--- src/rtl/ibpl_in_cond.sv ---
// Six-channel input conditioning: synchronise, debounce, enable-gate, edge strobes,
// stretched activity flags and a saturating glitch counter.
module ibpl_in_cond #(
    parameter int unsigned CHANNELS       = 6,
    parameter int unsigned SYNC_STAGES    = 2,
    parameter int unsigned DEBOUNCE_W     = 8,
    parameter int unsigned STRETCH_CYCLES = 1000000,
    parameter bit          INVERT         = 1'b0
) (
    input  logic                  clk,
    input  logic                  rst,
    input  logic [CHANNELS-1:0]   diob_in,
    input  logic [CHANNELS-1:0]   input_enable,
    input  logic [DEBOUNCE_W-1:0] debounce_len,
    input  logic                  glitch_clr,
    output logic [CHANNELS-1:0]   in_clean,
    output logic [CHANNELS-1:0]   in_rise,
    output logic [CHANNELS-1:0]   in_fall,
    output logic [CHANNELS-1:0]   in_act,
    output logic [15:0]           glitch_cnt
);

    localparam int unsigned StretchW = $clog2(STRETCH_CYCLES + 1);
    localparam int unsigned GlitchW  = $clog2(CHANNELS + 1);
    localparam logic [StretchW-1:0] StretchLoad = StretchW'(STRETCH_CYCLES);

    logic [SYNC_STAGES-1:0][CHANNELS-1:0] sync_q;
    logic [CHANNELS-1:0]                  s;

    logic [CHANNELS-1:0]                  clean_q, clean_d;
    logic [CHANNELS-1:0]                  rise_q, rise_d;
    logic [CHANNELS-1:0]                  fall_q, fall_d;
    logic [CHANNELS-1:0]                  act_q, act_d;
    logic [CHANNELS-1:0][DEBOUNCE_W-1:0]  cnt_q, cnt_d;
    logic [CHANNELS-1:0][StretchW-1:0]    stretch_q, stretch_d;
    logic [CHANNELS-1:0]                  glitch;
    logic [GlitchW-1:0]                   glitch_sum;
    logic [16:0]                          glitch_total;
    logic [15:0]                          glitch_cnt_q, glitch_cnt_d;
    logic [DEBOUNCE_W-1:0]                neff_m1;

    always_ff @(posedge clk or posedge rst) begin
        if (rst) begin
            sync_q <= '0;
        end else begin
            sync_q[0] <= diob_in ^ {CHANNELS{INVERT}};
            for (int k = 1; k < SYNC_STAGES; k++) begin
                sync_q[k] <= sync_q[k-1];
            end
        end
    end

    assign s = sync_q[SYNC_STAGES-1];

    // A length of 0 behaves as 1, so the commit threshold is never below zero.
    assign neff_m1 = (debounce_len == '0) ? '0 : debounce_len - DEBOUNCE_W'(1);

    always_comb begin
        clean_d    = clean_q;
        cnt_d      = cnt_q;
        rise_d     = '0;
        fall_d     = '0;
        act_d      = '0;
        stretch_d  = stretch_q;
        glitch     = '0;
        glitch_sum = '0;
        for (int i = 0; i < CHANNELS; i++) begin
            if (!input_enable[i]) begin
                clean_d[i] = 1'b0;
                cnt_d[i]   = '0;
            end else if (s[i] != clean_q[i]) begin
                if (cnt_q[i] >= neff_m1) begin
                    clean_d[i] = s[i];
                    cnt_d[i]   = '0;
                end else begin
                    cnt_d[i] = cnt_q[i] + DEBOUNCE_W'(1);
                end
            end else if (cnt_q[i] != '0) begin
                cnt_d[i]  = '0;
                glitch[i] = 1'b1;
            end

            // Strobes only on debounced transitions; a disable-induced fall is silent.
            rise_d[i] = input_enable[i] & clean_d[i] & ~clean_q[i];
            fall_d[i] = input_enable[i] & ~clean_d[i] & clean_q[i];

            if (!input_enable[i]) begin
                stretch_d[i] = '0;
            end else if (rise_d[i] || fall_d[i]) begin
                stretch_d[i] = StretchLoad;
            end else if (stretch_q[i] != '0) begin
                stretch_d[i] = stretch_q[i] - StretchW'(1);
            end
            act_d[i] = (stretch_d[i] != '0);

            glitch_sum = glitch_sum + GlitchW'(glitch[i]);
        end
    end

    always_comb begin
        glitch_total = {1'b0, glitch_cnt_q} + 17'(glitch_sum);
        if (glitch_clr) begin
            glitch_cnt_d = '0;
        end else if (glitch_total[16]) begin
            glitch_cnt_d = 16'hFFFF;
        end else begin
            glitch_cnt_d = glitch_total[15:0];
        end
    end

    always_ff @(posedge clk or posedge rst) begin
        if (rst) begin
            clean_q      <= '0;
            rise_q       <= '0;
            fall_q       <= '0;
            act_q        <= '0;
            cnt_q        <= '0;
            stretch_q    <= '0;
            glitch_cnt_q <= '0;
        end else begin
            clean_q      <= clean_d;
            rise_q       <= rise_d;
            fall_q       <= fall_d;
            act_q        <= act_d;
            cnt_q        <= cnt_d;
            stretch_q    <= stretch_d;
            glitch_cnt_q <= glitch_cnt_d;
        end
    end

    assign in_clean   = clean_q;
    assign in_rise    = rise_q;
    assign in_fall    = fall_q;
    assign in_act     = act_q;
    assign glitch_cnt = glitch_cnt_q;

endmodule

--- config.mk ---
export PLATFORM = sky130hd
export DESIGN_NAME = ibpl_in_cond
export DESIGN_NICKNAME = d
export VERILOG_FILES = /design/src/rtl/ibpl_in_cond.sv
export SDC_FILE = /design/constraint.sdc
export NUM_CORES = 1
export LEC_CHECK = 0
export ABC_CLOCK_PERIOD_IN_PS = 7100
export CAP_MARGIN = 40
export CORE_ASPECT_RATIO = 0.75
export CORE_MARGIN = 5
export CORE_UTILIZATION = 47
export CTS_CLUSTER_DIAMETER = 60
export DETAILED_ROUTE_END_ITERATION = 8
export PLACE_DENSITY_LB_ADDON = 0.12
export SETUP_SLACK_MARGIN = 0.2
export SLEW_MARGIN = 0
export SYNTH_ARGS = -nofsm -noshare
export SYNTH_HDL_FRONTEND = slang
export SYNTH_SLANG_ARGS = --single-unit
--- constraint.sdc ---
create_clock -name clk -period 7.1 [get_ports clk]
set_input_delay 1.065 -clock clk [delete_from_list [all_inputs] [get_ports clk]]
set_output_delay 1.065 -clock clk [all_outputs]
set_load 0.05 [all_outputs]
==> impl_metrics.ini, run 1 <==
[status]
status = completed

[placement]
dp_hpwl_mm = 20.8
place_ws_ns = 0.994
gp_congestion = 0.842
port_buffers = 62

[cts]
cts_tree = done
post_cts_resized = 0
clockBufferDepth = 3
cts_buffers = 25
post_cts_buffers = 0
clk_latency_ns = 0.52
cts.sink_count = 220
htreeDepth = 1
clkTransAtPathRegs_ns = 0.06
cts-root-buf = clkbuf_16
hold_buffers = 0

[yosys]
yosysSeqAreaShare = 0.425
synth_area_um2 = 12900
ys_top_cells_by_count = dfrtp_1 (220), nor2_1 (180), nand2_1 (106), ha_1 (76)
synthFlopType = dfrtp_1
ys_warn_count = 0
synth_edf_count = 0
synth_top_area_frac = 0.425
yosysMostFrequentCell = dfrtp_1
ys_async_sr_fraction = 1.00
syn_avg_cell_area_um2 = 9.26
synthesis.nets = 1501
yosysTopAreaCell = dfrtp_1
synth_area_leaders = dfrtp_1 (43%), ha_1 (7.3%), nor2_1 (5.2%)
ys_types = 76
synth_seq_cells = 220
synthCells = 1398

[worst_setup_path]
slowest_delay_ns = 0.62
worst-path-max-fanout = 13
r2r-start = cnt_q[16]$_DFFE_PP0P_
critPathRequiredTime_ns = 7.53
path_cells = clkdlybuf4s50_1 > inv_1 > nor3_1 > fa_1 > fa_1 > inv_1 > fa_1 > fa_1 > nor2b_1 > o211ai_1 > nor3_1 > nand3_1 > a21oi_1
crit_path_start = input_enable[0]
cp_num_buf_inv = 3
setup.worst_path.end_class = flop
cpMostUsedCell = fa_1
criticalPathCategory = in -> reg
arrival_ns = 6.03
slowest_stage = clkdlybuf4s50_1
cp-start-kind = input pin
path_delay_family = adder cells

[power_and_ir_drop]
power.share.clock = 0.219
p_leak_nw = 6.61
power_density_nw_per_um2 = 391
p_sw_frac = 0.418
total_power_mw = 5.80
peakVddDrop_mv = 0.258
internal_power_mw = 3.38
share_comb_of_total_power = 0.461
p_sw_mw = 2.43
pwr-share-seq = 0.320

[routing]
drc_errors = 0
drtIter0Drc = 723
vias = 10400
finalWirelength_mm = 29.2
firstDrtPassIters = 8
drtAntennaViolNets = 0
post_drt_via_cell_ratio = 5.64
wire_per_inst_um = 15.9

[floorplan]
ios = 63
start_util = 0.478
coreArea_um2 = 27100
die_width_um = 202
die_y_um = 154
dieArea_um2 = 31000
row_count = 52

[sta]
worst_pin_slew_ns = 0.913
setup_slack_ns = 1.50
period_share = 0.789
final_hold_viol_count = 0
drv_slew = 0
grt_setup_unrepaired = no
fin_crit_ns = 5.60
max_slew_margin = 0.386
clock_skew_ns = 0.0224
setup_viol = 0
setup_tns_ns = 0
max_freq_mhz = 179

[global_route]
grt_pass1_vias = 9841
grt_pass1_wl_mm = 50.3
antenna_found_initial = 1
grt_max_degree = 149
gr-total-overflow = 0
globalRouteTotalUtil = 0.189

[cells_and_area]
nFillCells = 2449
regArea_um2 = 5510
final_nets = 1573
n_antenna_cell = 0
final_layout_size_suffix_gt1_frac = 0.0578
fin_util = 0.549
area_growth_syn_to_layout_pct = 14.7
multi_input_area_um2 = 7150

[flow_run]
maxCapViolCount = 0

[min_path]
hp-start = sync_q[3]$_DFF_PP0_
hp-class = reg -> reg
==> state kept, by name, summed over array words and instances (netlist names) <==
name,flops
stretch_q,120
cnt_q,48
glitch_cnt,16
in_act,6
in_clean,6
in_fall,6
in_rise,6
s,6
sync_q,6
==> routing by layer <==
metal | vias up | track usage | routed length, µm
li1 | 5234 | - | -
met3 | 32 | 0.0274 | 1160
met1 | 4908 | 0.303 | 15600
met2 | 189 | 0.275 | 11900
met4 | 2 | 0.0309 | 420
met5 | - | 0 | 13
==> layout make-up <==
type                       count  share of cell area
sequential                   220               0.371
timing repair buffer          76              0.0514
clock inverter                14             0.00927
tap                          351              0.0296
clock buffer                  30              0.0454
multi-input combinational   1099               0.481
inverter                      48              0.0124
==> worst register-to-register path: cells and delay by family (launching register included) <==
family,cells,cell delay (ns)
flops,1,0.44
buf+inv,2,0.17
compound gates,2,0.45
simple gates,6,2.19
fa+ha+maj,5,2.11
==> kinds of logic after synthesis <==
| kind of cell | synth area share |
|---|---|
| xor+xnor | 0.0886 |
| fa+ha+maj | 0.0804 |
| mux | 0.0126 |
| buf+inv | 0.0235 |
| simple gates | 0.242 |
| flops | 0.425 |
| compound gates | 0.128 |
==> layout by cell type (no fill, tap or decap), types with 9 or more instances in the layout <==
cell             Yosys  final
nor3_1              65     65
or3_1               21     21
o21a_1               9      9
o21ai_0             69     69
nand3_1             65     65
nor2_1             180    180
clkdlybuf4s50_1      0     62
inv_1               47     46
o211ai_1             9      9
and3_1              18     18
clkbuf_16            0     25
nor4b_1             10     10
a21oi_1             69     69
a31oi_1             15     15
buf_4                0      9
dfrtp_1            220    220
nor4_1              41     41
xnor2_1             67     67
mux2i_1             14     14
nand4_1             15     15
ha_1                76     76
nand2b_1            16     16
or4_1               22     22
a211oi_1            12     12
xor2_1              64     64
nand2_1            106    106
==> per-stage QoR <==
step,cell area [µm²],hold WS (ns),cells
final,14900,0.353,1838
after CTS,14800,0.351,1837
after detailed placement,14000,0.341,1793
after floorplan,13000,0.331,1398
after global routing,14900,0.365,1838
after global placement,14000,0.333,1789
==> power groups by stage <==
stage | Clock [mW] | Sequential [mW] | Combinational (mW)
global placement | 0 | 1.86 | 2.61
finish | 1.27 | 1.86 | 2.68
global route | 1.37 | 1.91 | 3.03
floorplan | 0 | 1.81 | 2.10
CTS | 1.31 | 1.85 | 2.66
detailed placement | 0 | 1.86 | 2.65
==> final timing paths <==
path	endpoint	slack, ns	depth (start not counted)
setup / recovery	glitch_cnt[0]$_DFF_PP0_	1.50	13
hold / removal	s[3]$_DFF_PP0_	0.35	0
setup reg to reg	glitch_cnt[0]$_DFF_PP0_	1.65	15
hold reg to reg	s[3]$_DFF_PP0_	0.35	0
max in group asynchronous	stretch_q[93]$_DFF_PP0_	4.97	5
min in group asynchronous	stretch_q[12]$_DFF_PP0_	1.10	3
(Power assumes the default switching activity.)
==> inputs of run 2 (changes only) <==
ABC_CLOCK_PERIOD_IN_PS = 5300   (was 7100)
clock period = 5.3 ns   (was 7.1 ns; I/O delays follow)
==> run 2 against run 1 <==
  * Hold slack got worse by 0.0035 ns
  * Clock skew decreased by 0.0040 ns
  * Sequential power increased by 34%
  * Wire length increased by 5.2%
  * Critical path depth increased by 4
  * Setup slack got worse by 1.0 ns
  * Power increased by 37%
  * Via count increased by 2.4%
  * Global-route usage increased by 0.66 points
  * Register-to-register slack got worse by 1.2 ns
  * Count of clock-buffer cells in the layout increased by 7
  * Critical path type is now reg -> reg
  * Critical endpoint unchanged
==> impl_metrics.ini, run 2 (same netlist as run 1, synthesis figures left out) <==
[status]
status = completed

[cells_and_area]
fin_util = 0.554
final_common_cell = dfrtp_1
final_cell_mix = dfrtp_1 (220), nor2_1 (180), nand2_1 (106)
nFillCells = 2467
regMostFlops = stretch_q
final_cell_area_um2 = 15000
final_nets = 1583
largest_reg_flops = 120
final_layout_size_suffix_gt1_frac = 0.0640
n_antenna_cell = 0
area_growth_syn_to_layout_pct = 15.8

[cts]
cts_buffers = 26
cts_tree = done
clkTransAtPathRegs_ns = 0.06
cts.sink_count = 220
cts-root-buf = clkbuf_16
post_cts_resized = 0
post_cts_buffers = 0
clk_latency_ns = 0.55
htreeDepth = 1
clockBufferDepth = 3
hold_buffers = 0

[placement]
port_buffers = 62
dp_hpwl_mm = 21.8
placedInstanceArea_um2 = 14100
gp_congestion = 0.859

[sta]
final_hold_viol_count = 0
grt_setup_unrepaired = no
setup_tns_ns = 0
worst_hold_slack_ns = 0.349
period_share = 0.908
max_slew_margin = 0.381
fin_crit_ns = 4.81
worst_pin_slew_ns = 0.921
setup_viol = 0
max_freq_mhz = 208
drv_slew = 0
clock_skew_ns = 0.0184

[global_route]
grt_pass1_wl_mm = 52.0
globalRouteTotalUtil = 0.196
grt_pass1_vias = 10200
grt_max_degree = 140
antenna_found_initial = 0
gr-total-overflow = 0

[routing]
drc_errors = 0
drtIter0Drc = 780
post_drt_via_cell_ratio = 5.73
drtAntennaViolNets = 0
wire_per_inst_um = 16.6
vias = 10600
firstDrtPassIters = 5
finalWirelength_mm = 30.7

[worst_setup_path]
worst-path-max-fanout = 7
r2r-start = cnt_q[0]$_DFFE_PP0P_
slowest_stage = or4b_2
setup.worst_path.end_class = flop
cpMostUsedCell = fa_1
path_cells = inv_1 > ha_1 > or4b_2 > nor4_2 > nor3_1 > fa_1 > fa_1 > inv_1 > fa_1 > fa_1 > nor2b_2 > o211ai_1 > nor3_1 > buf_4 > nand3_1 > buf_4 > a21oi_1
critPathRequiredTime_ns = 5.76
slowest_delay_ns = 0.59
cp-start-kind = flop
criticalPathCategory = reg -> reg
r2r_end = glitch_cnt[0]$_DFF_PP0_
reg2regPathDepth = 17
r2r_slack_ns = 0.49
arrival_ns = 5.28

[min_path]
hp-start = sync_q[3]$_DFF_PP0_
holdPathStages = 0
hp-class = reg -> reg
worstHoldEndpoint = s[3]$_DFF_PP0_

[power_and_ir_drop]
power_density_nw_per_um2 = 532
peakVddDrop_mv = 0.325
p_leak_nw = 6.69
total_power_mw = 7.97

[floorplan]
row_count = 52
start_util = 0.478
dieArea_um2 = 31000
coreArea_um2 = 27100
die_width_um = 202
die_y_um = 154
ios = 63

[flow_run]
maxCapViolCount = 0
run 2: cell types whose count changed in the layout (fill, tap and decap cells not counted), sizes merged:
cell           before  now
clkdlybuf4s15       2    0
buf                11   22
bufinv              2    4
clkinv              9    5
inv                46   47
clkbuf             31   38
clkinvlp            5    3
run 2: area by class of cell:
type / count / area (µm²) / share of cell area
clock buffers: 37 / 722 / 0.0481
clock inverters: 11 / 175 / 0.0117
inverters: 48 / 184 / 0.0123
multi-input cells: 1099 / 7170 / 0.478
flip-flops and latches: 220 / 5510 / 0.367
well taps: 351 / 439 / 0.0293
repair buffers: 85 / 798 / 0.0532
run 2: critical path, delay by kind of cell (launching register included):
| family | cells | cell delay [ns] |
|---|---|---|
| fa+ha+maj | 5 | 2.10 |
| simple gates | 6 | 1.41 |
| buf+inv | 4 | 0.51 |
| flops | 1 | 0.42 |
| compound gates | 2 | 0.28 |
run 2: metal layers:
layer	GRT usage	vias up	wire [µm]
li1	-	5244	-
met1	0.313	5114	16100
met2	0.279	220	12600
met3	0.0320	33	1460
met4	0.0397	0	501
met5	0	-	0
run 2: worst max path at each step:
stage	startpoint	end	slack [ns]
2_1_floorplan	input_enable[0]	glitch_cnt[10]$_DFF_PP0_	0.55
3_3_place_gp	input_enable[0]	glitch_cnt[14]$_DFF_PP0_	0.37
3_5_place_dp	input_enable[0]	glitch_cnt[8]$_DFF_PP0_	0.25
4_1_cts	cnt_q[0]$_DFFE_PP0P_	glitch_cnt[0]$_DFF_PP0_	0.36
5_1_grt	cnt_q[0]$_DFFE_PP0P_	glitch_cnt[0]$_DFF_PP0_	0.21
6_report	cnt_q[0]$_DFFE_PP0P_	glitch_cnt[0]$_DFF_PP0_	0.49
run 2: through the flow:
stage          cells  worst slack [ns]
2_1_floorplan   1398             0.546
3_5_place_dp    1802             0.251
6_report        1851             0.487
5_1_grt         1851             0.207
4_1_cts         1850             0.356
3_3_place_gp    1800             0.367
run 2: power by group:
group / leakage (nW) / total (mW) / internal (mW) / switching (mW)
Combinational: 3.31 / 3.60 / 1.47 / 2.13
Clock: 0.431 / 1.88 / 1.15 / 0.730
Sequential: 2.95 / 2.49 / 2.04 / 0.450
